`config.mk`:
```
export PLATFORM = sky130hd
export DESIGN_NAME = mips_lsu_mem_master_flat
export DESIGN_NICKNAME = d
export VERILOG_FILES = /design/src/rtl/mips_lsu_mem_master_if.sv /design/src/rtl/mips_lsu_mem_master.sv /design/src/flat_wrapper.sv
export SDC_FILE = /design/constraint.sdc
export NUM_CORES = 1
export LEC_CHECK = 0
export CORE_MARGIN = 1
export CORE_UTILIZATION = 50
export CTS_BUF_LIST = sky130_fd_sc_hd__clkbuf_4
export CTS_CLUSTER_SIZE = 25
export DETAILED_ROUTE_END_ITERATION = 10
export DONT_BUFFER_PORTS = 1
export SLEW_MARGIN = 0
export SYNTH_ARGS = -nofsm -noshare
export SYNTH_HDL_FRONTEND = slang
export SYNTH_SLANG_ARGS = --single-unit
```
`constraint.sdc`:
```
create_clock -name clk -period 3.6 [get_ports clk]
set_input_delay 0.18 -clock clk [delete_from_list [all_inputs] [get_ports clk]]
set_output_delay 0.18 -clock clk [all_outputs]
set_load 0.005 [all_outputs]
```
`src/rtl/mips_lsu_mem_master_if.sv`:
```
// Request/response and data-memory signals between the MIPS MEM stage and its
// load/store master. The master modport is the LSU; slave is core plus RAM.
interface mips_lsu_mem_master_if;
  logic        req_valid;
  logic        req_ready;
  logic [2:0]  req_op;
  logic [31:0] req_addr;
  logic [31:0] req_wdata;
  logic        resp_valid;
  logic [31:0] resp_rdata;
  logic        resp_err;
  logic        busy;
  logic [31:0] data_address;
  logic        data_read;
  logic        data_write;
  logic [31:0] data_writedata;
  logic [31:0] data_readdata;

  modport master (
    input  req_valid, req_op, req_addr, req_wdata, data_readdata,
    output req_ready, resp_valid, resp_rdata, resp_err, busy,
           data_address, data_read, data_write, data_writedata
  );

  modport slave (
    output req_valid, req_op, req_addr, req_wdata, data_readdata,
    input  req_ready, resp_valid, resp_rdata, resp_err, busy,
           data_address, data_read, data_write, data_writedata
  );
endinterface

```
`src/rtl/mips_lsu_mem_master.sv`:
```
// MIPS load/store unit driving a word-only data RAM. Sub-word stores are done as
// read-modify-write; all memory-side and response outputs are registered.
module mips_lsu_mem_master #(
  parameter bit ERR_ON_MISALIGN = 1'b1
) (
  input logic                    clk,
  input logic                    reset,
  mips_lsu_mem_master_if.master  lsu_if
);

  localparam logic [2:0] OP_LB  = 3'd0;
  localparam logic [2:0] OP_LBU = 3'd1;
  localparam logic [2:0] OP_LH  = 3'd2;
  localparam logic [2:0] OP_LHU = 3'd3;
  localparam logic [2:0] OP_LW  = 3'd4;
  localparam logic [2:0] OP_SB  = 3'd5;
  localparam logic [2:0] OP_SH  = 3'd6;
  localparam logic [2:0] OP_SW  = 3'd7;

  typedef enum logic [1:0] {
    S_IDLE = 2'd0,
    S_RD   = 2'd1,
    S_WR   = 2'd2,
    S_RESP = 2'd3
  } state_e;

  state_e      state_q, state_d;
  logic [2:0]  op_q, op_d;
  logic [1:0]  lane_q, lane_d;
  logic [15:0] wdata_q, wdata_d;
  logic        data_read_q, data_read_d;
  logic        data_write_q, data_write_d;
  logic [31:0] data_address_q, data_address_d;
  logic [31:0] data_writedata_q, data_writedata_d;
  logic        resp_valid_q, resp_valid_d;
  logic        resp_err_q, resp_err_d;
  logic [31:0] resp_rdata_q, resp_rdata_d;
  logic        ready_s;
  logic        accept_s;

  function automatic logic is_store(input logic [2:0] op);
    return (op == OP_SB) || (op == OP_SH) || (op == OP_SW);
  endfunction

  function automatic logic misaligned(input logic [2:0] op, input logic [1:0] lane);
    case (op)
      OP_LH, OP_LHU, OP_SH: return lane[0];
      OP_LW, OP_SW:         return (lane != 2'b00);
      default:              return 1'b0;
    endcase
  endfunction

  function automatic logic [1:0] align_lane(input logic [2:0] op, input logic [1:0] lane);
    case (op)
      OP_LH, OP_LHU, OP_SH: return {lane[1], 1'b0};
      OP_LW, OP_SW:         return 2'b00;
      default:              return lane;
    endcase
  endfunction

  function automatic logic [31:0] extract(input logic [2:0] op, input logic [1:0] lane,
                                          input logic [31:0] word);
    logic [7:0]  b;
    logic [15:0] h;
    b = word[{lane, 3'b000} +: 8];
    h = lane[1] ? word[31:16] : word[15:0];
    case (op)
      OP_LB:   return {{24{b[7]}}, b};
      OP_LBU:  return {24'd0, b};
      OP_LH:   return {{16{h[15]}}, h};
      OP_LHU:  return {16'd0, h};
      OP_LW:   return word;
      default: return 32'd0;
    endcase
  endfunction

  // Only the addressed byte/halfword lane is replaced in the word read back.
  function automatic logic [31:0] merge(input logic [2:0] op, input logic [1:0] lane,
                                        input logic [31:0] word, input logic [15:0] wd);
    logic [31:0] r;
    r = word;
    case (op)
      OP_SB: r[{lane, 3'b000} +: 8] = wd[7:0];
      OP_SH: begin
        if (lane[1]) r[31:16] = wd;
        else         r[15:0]  = wd;
      end
      default: r = word;
    endcase
    return r;
  endfunction

  assign ready_s  = (state_q == S_IDLE) && !reset;
  assign accept_s = lsu_if.req_valid && ready_s;

  // State register
  always_ff @(posedge clk) begin
    if (reset) state_q <= S_IDLE;
    else       state_q <= state_d;
  end

  // Next-state logic
  always_comb begin
    state_d = state_q;
    case (state_q)
      S_IDLE: begin
        if (!accept_s) begin
          state_d = S_IDLE;
        end else if (ERR_ON_MISALIGN && misaligned(lsu_if.req_op, lsu_if.req_addr[1:0])) begin
          state_d = S_RESP;
        end else if (lsu_if.req_op == OP_SW) begin
          state_d = S_WR;
        end else begin
          state_d = S_RD;
        end
      end
      S_RD: begin
        if (is_store(op_q)) state_d = S_WR;
        else                state_d = S_RESP;
      end
      S_WR:    state_d = S_RESP;
      S_RESP:  state_d = S_IDLE;
      default: state_d = S_IDLE;
    endcase
  end

  // Output and datapath next values, registered below so every strobe is a flop
  always_comb begin
    data_read_d      = (state_d == S_RD);
    data_write_d     = (state_d == S_WR);
    resp_valid_d     = (state_d == S_RESP);
    resp_err_d       = (state_q == S_IDLE) && (state_d == S_RESP);
    op_d             = op_q;
    lane_d           = lane_q;
    wdata_d          = wdata_q;
    data_address_d   = data_address_q;
    data_writedata_d = data_writedata_q;
    resp_rdata_d     = resp_rdata_q;
    if (accept_s) begin
      op_d             = lsu_if.req_op;
      lane_d           = align_lane(lsu_if.req_op, lsu_if.req_addr[1:0]);
      wdata_d          = lsu_if.req_wdata[15:0];
      data_address_d   = {lsu_if.req_addr[31:2], 2'b00};
      data_writedata_d = lsu_if.req_wdata;
      resp_rdata_d     = 32'd0;
    end else if (state_q == S_RD) begin
      if (is_store(op_q)) begin
        data_writedata_d = merge(op_q, lane_q, lsu_if.data_readdata, wdata_q);
      end else begin
        resp_rdata_d = extract(op_q, lane_q, lsu_if.data_readdata);
      end
    end else begin
      resp_rdata_d = resp_rdata_q;
    end
  end

  // Output and captured-request registers
  always_ff @(posedge clk) begin
    if (reset) begin
      op_q             <= 3'd0;
      lane_q           <= 2'd0;
      wdata_q          <= 16'd0;
      data_read_q      <= 1'b0;
      data_write_q     <= 1'b0;
      data_address_q   <= 32'd0;
      data_writedata_q <= 32'd0;
      resp_valid_q     <= 1'b0;
      resp_err_q       <= 1'b0;
      resp_rdata_q     <= 32'd0;
    end else begin
      op_q             <= op_d;
      lane_q           <= lane_d;
      wdata_q          <= wdata_d;
      data_read_q      <= data_read_d;
      data_write_q     <= data_write_d;
      data_address_q   <= data_address_d;
      data_writedata_q <= data_writedata_d;
      resp_valid_q     <= resp_valid_d;
      resp_err_q       <= resp_err_d;
      resp_rdata_q     <= resp_rdata_d;
    end
  end

  assign lsu_if.req_ready      = ready_s;
  assign lsu_if.busy           = !ready_s;
  assign lsu_if.data_read      = data_read_q;
  assign lsu_if.data_write     = data_write_q;
  assign lsu_if.data_address   = data_address_q;
  assign lsu_if.data_writedata = data_writedata_q;
  assign lsu_if.resp_valid     = resp_valid_q;
  assign lsu_if.resp_err       = resp_err_q;
  assign lsu_if.resp_rdata     = resp_rdata_q;

endmodule

```
`src/flat_wrapper.sv`:
```
// flat-port wrapper written by rule: the top's interface ports become plain ports
module mips_lsu_mem_master_flat 
#(
  parameter bit ERR_ON_MISALIGN = 1'b1
)
  (clk, reset, lsu_if_req_valid, lsu_if_req_op, lsu_if_req_addr, lsu_if_req_wdata, lsu_if_data_readdata, lsu_if_req_ready, lsu_if_resp_valid, lsu_if_resp_rdata, lsu_if_resp_err, lsu_if_busy, lsu_if_data_address, lsu_if_data_read, lsu_if_data_write, lsu_if_data_writedata);
  mips_lsu_mem_master_if lsu_if_i ();
  input logic clk;
  input logic reset;
  input wire logic [$bits(lsu_if_i.req_valid)-1:0] lsu_if_req_valid;
  input wire logic [$bits(lsu_if_i.req_op)-1:0] lsu_if_req_op;
  input wire logic [$bits(lsu_if_i.req_addr)-1:0] lsu_if_req_addr;
  input wire logic [$bits(lsu_if_i.req_wdata)-1:0] lsu_if_req_wdata;
  input wire logic [$bits(lsu_if_i.data_readdata)-1:0] lsu_if_data_readdata;
  output wire logic [$bits(lsu_if_i.req_ready)-1:0] lsu_if_req_ready;
  output wire logic [$bits(lsu_if_i.resp_valid)-1:0] lsu_if_resp_valid;
  output wire logic [$bits(lsu_if_i.resp_rdata)-1:0] lsu_if_resp_rdata;
  output wire logic [$bits(lsu_if_i.resp_err)-1:0] lsu_if_resp_err;
  output wire logic [$bits(lsu_if_i.busy)-1:0] lsu_if_busy;
  output wire logic [$bits(lsu_if_i.data_address)-1:0] lsu_if_data_address;
  output wire logic [$bits(lsu_if_i.data_read)-1:0] lsu_if_data_read;
  output wire logic [$bits(lsu_if_i.data_write)-1:0] lsu_if_data_write;
  output wire logic [$bits(lsu_if_i.data_writedata)-1:0] lsu_if_data_writedata;
  assign lsu_if_i.req_valid = lsu_if_req_valid;
  assign lsu_if_i.req_op = lsu_if_req_op;
  assign lsu_if_i.req_addr = lsu_if_req_addr;
  assign lsu_if_i.req_wdata = lsu_if_req_wdata;
  assign lsu_if_i.data_readdata = lsu_if_data_readdata;
  assign lsu_if_req_ready = lsu_if_i.req_ready;
  assign lsu_if_resp_valid = lsu_if_i.resp_valid;
  assign lsu_if_resp_rdata = lsu_if_i.resp_rdata;
  assign lsu_if_resp_err = lsu_if_i.resp_err;
  assign lsu_if_busy = lsu_if_i.busy;
  assign lsu_if_data_address = lsu_if_i.data_address;
  assign lsu_if_data_read = lsu_if_i.data_read;
  assign lsu_if_data_write = lsu_if_i.data_write;
  assign lsu_if_data_writedata = lsu_if_i.data_writedata;
  mips_lsu_mem_master #(.ERR_ON_MISALIGN(ERR_ON_MISALIGN)) u_core (.clk(clk), .reset(reset), .lsu_if(lsu_if_i));
endmodule
```
==> results.json <==
{
  "met1_usage": 0.3857,
  "ys_seq_elements": 121,
  "hold_class": "primary input to flip-flop",
  "async_flop_share": 0,
  "p_sw_uw": 920.6,
  "syn-instance-count": 629,
  "start_util": 0.5172,
  "grt_pass1_vias": 5379,
  "vias": 5464,
  "critical-path-top-delay-family": "compound AO/OA/AOI/OAI gates",
  "ir_drop_v": 0.0003928,
  "synthMuxAreaShare": 0.02000,
  "cp-end-kind": "flip-flop",
  "grt_busiest_layer": "met2",
  "crit_fanout": 19,
  "cts_resized": 0,
  "cp_data_required_time_ns": 4.07,
  "total_power_uw": 2985,
  "start_kind": "flip-flop",
  "grt_pass1_wl_um": 29150,
  "max_stage_delay_ns": 0.86,
  "area_growth_pct": 28.35,
  "synth.top_cell.area_share": 0.4301,
  "cp_num_buf_inv": 1,
  "synth_top_family_by_area": "compound AO/OA/AOI/OAI gates",
  "swShare": 0.3084,
  "p_int_uw": 2065,
  "numCtsBuffers": 17,
  "synth-simple-area-share": 0.2108,
  "numPortBuffers": 0,
  "ys_types": 67,
  "num-nets-final": 855,
  "drive_above_1_share": 0.09139,
  "worstPathArrival_ns": 3.44,
  "tns_ns": 0,
  "netlist_area_um2": 5632,
  "drcViolationCount": 0,
  "grt-ovfl-total": 0,
  "critPathKind": "flip-flop to flip-flop",
  "power.density_nw_per_um2": 413.0,
  "slew_viol_final": 0,
  "grtUsageMet3": 0.1206,
  "synth_edf_count": 0,
  "track_usage": 0.3326,
  "setup_viol": 0,
  "path_clk_slew_ns": 0.10,
  "via_per_inst": 6.085,
  "fmaxAchievable_ghz": 0.3374,
  "die_w_um": 108.1,
  "maxCapViolations": 0,
  "insertion_delay_ns": 0.54,
  "post-route-period-util": 0.8234,
  "dp_hpwl_um": 12430,
  "finClkSkew_ns": 0.02243,
  "synthXorXnorAreaFrac": 0,
  "antenna_found_initial": 1,
  "ys_seq_area_frac": 0.4301,
  "crit_path_top_delay_cell": "dfxtp_1",
  "ios": 204,
  "status": "complete, no violations",
  "gp_congestion": 0.9063,
  "pwr-share-seq": 0.530,
  "fill_cells": 897,
  "h-tree-depth": 4,
  "ant_nets": 0,
  "path_cells": "o211ai_2, nand2_1, o22ai_1, a211oi_1, dlygate4sd3_1",
  "p_leak_uw": 0.002940,
  "die_area_um2": 11690,
  "grt_use_met2": 0.5446,
  "die_h_um": 108.1,
  "cts_root_buf": "clkbuf_4",
  "hold_viol": 0,
  "post_cts_buffers": 0,
  "ys_top_cells_by_area": "dfxtp_1, nand2_1, nand3b_1, o21ai_0, a21oi_1",
  "synth_ff_type": "dfxtp_1",
  "cts_tree": "built",
  "cts_sinks": 121,
  "min_period_ns": 2.964,
  "power_frac_clock": 0.277,
  "cts.path.max_buffers": 2,
  "cts_hold_buf": 136,
  "dr.first_iter.drc_count": 540,
  "relSlewSlack": 0.3376,
  "combPwrFrac": 0.193,
  "fin_util": 0.6639,
  "first_pass_iters": 9,
  "routed_wl_um": 19280,
  "grt_start_max_net_pins": 66,
  "core_area_um2": 10890,
  "synth_compound_area_frac": 0.2648,
  "rows": 38,
  "synth.avg_cell_area_um2": 8.953,
  "yosysWarnings": 0,
  "wl_per_cell_um": 21.47,
  "synth_top_area_cell": "dfxtp_1",
  "synthAdderAreaFrac": 0.02000,
  "tightest_slew_ns": 0.9926,
  "rsz0062_at_grt": "no"
}
-- cells in the final DEF (no fill, tap or decap), types with 4 or more instances in the layout --
| cell | instances |
|---|---|
| o22ai_1 | 18 |
| and3_1 | 7 |
| dfxtp_1 | 121 |
| inv_1 | 11 |
| nand2b_1 | 9 |
| a22oi_1 | 12 |
| dlygate4sd3_1 | 135 |
| clkinv_2 | 4 |
| nand3b_1 | 35 |
| a221oi_1 | 16 |
| nor2_1 | 11 |
| a222oi_1 | 4 |
| a211oi_1 | 15 |
| nor3_1 | 5 |
| nand2_1 | 130 |
| ha_1 | 9 |
| clkbuf_4 | 19 |
| mux2i_1 | 9 |
| a21oi_1 | 31 |
| buf_4 | 7 |
| o221a_2 | 8 |
| o21ai_0 | 43 |
| a22o_1 | 8 |
| o21ai_1 | 7 |
| nand3_1 | 8 |
| a21o_1 | 8 |
| a221o_1 | 5 |
-- synth_stat cells, types with 2 or more instances --
cell        n
nand2_2     2
buf_1       2
nand2b_1    9
and4bb_2    2
a221oi_1   16
inv_1      11
nor2b_1     2
mux2_2      2
o21ai_0    43
nor3_1      5
ha_1        9
dfxtp_1   121
a22o_1      8
o221ai_1    3
a22oi_1    12
a21oi_1    32
o221a_2     8
clkbuf_1   22
and2_1      3
mux2i_1     9
nor2_1     11
a221o_1     5
a211oi_1   15
o31ai_1     2
buf_6       6
and3_1      7
a31oi_4     3
and3b_1     2
a222oi_1    4
buf_2      12
buf_4       5
o22ai_1    18
nand2_1   130
nand3b_1   35
o21ai_1     7
nand3_1     8
a21o_1      8
-- per-layer routing --
metal / part of all wire / vias to the layer above / routed length [um]
li1: - / 2532 / -
met1: 0.40 / 2584 / 7621
met2: 0.47 / 299 / 9138
met3: 0.099 / 49 / 1913
met4: 0.031 / 0 / 607
met5: 0 / - / 0
-- path summary, 6_finish.rpt --
check / startpoint / depth (start not counted) / slack [ns] / endpoint
min reg2reg: u_core.lsu_if.data_address[9] / 2 / 0.50 / u_core.lsu_if.data_address[9]
min: lsu_if_req_addr[0] / 3 / 0.05 / u_core.lsu_if.resp_valid
max: u_core.op_q[2] / 5 / 0.64 / u_core.lsu_if.data_writedata[13]
max reg2reg: u_core.op_q[2] / 5 / 0.64 / u_core.lsu_if.data_writedata[13]
-- metrics by stage --
step	std cells	cell area, um2	hold slack [ns]	worst slack, ns
after floorplan	630	5635	0.2790	1.592
after global placement	729	5615	0.2622	1.304
after detailed placement	729	5615	0.2612	1.219
after CTS	895	7221	0.004747	0.7345
after global routing	895	7221	0.03307	0.4521
final	898	7228	0.04736	0.6358
-- tightest hold or removal path: stages --
cell and delay, ns:
nand2_1 0.05, a32o_1 0.26, nor2_1 0.06
-- sequential cells by signal, summed over array words and instances, names as in the netlist --
signal                        cells
u_core.lsu_if.data_address       30
u_core.lsu_if.resp_valid          1
u_core.wdata_q                   16
u_core.op_q                       3
u_core.lsu_if.data_write          1
u_core.lsu_if.resp_rdata         32
u_core.state_q                    2
u_core.lane_q                     2
u_core.lsu_if.data_writedata     32
u_core.lsu_if.data_read           1
u_core.lsu_if.resp_err            1
-- power groups by stage --
stage	clock, uW	combinational [uW]	sequential (uW)
global route	900	627	1600
global placement	0	397	1610
finish	826	576	1580
floorplan	0	366	1560
CTS	837	561	1580
detailed placement	0	406	1610
-- cells by family (layout without fill, tap and decap cells) --
family | count (synthesis) | in the layout
buffers and inverters | 59 | 184
muxes | 11 | 11
other | 1 | 5
adders and majority gates | 9 | 9
and+or+nand+nor | 228 | 228
DFF | 121 | 121
AOI/OAI and AO/OA | 200 | 200
-- area by class of cell --
class | instances | area, um2 | area share
inverters | 11 | 41.29 | 0.005712
flip-flops and latches | 121 | 2422 | 0.3351
diodes | 3 | 7.507 | 0.001039
repair buffers | 143 | 1431 | 0.1980
well taps | 140 | 175.2 | 0.02423
multi-input cells | 450 | 2924 | 0.4045
clock buffers | 19 | 142.6 | 0.01973
clock inverters | 11 | 83.83 | 0.01160
No activity file was read; power rests on OpenSTA's default activity.
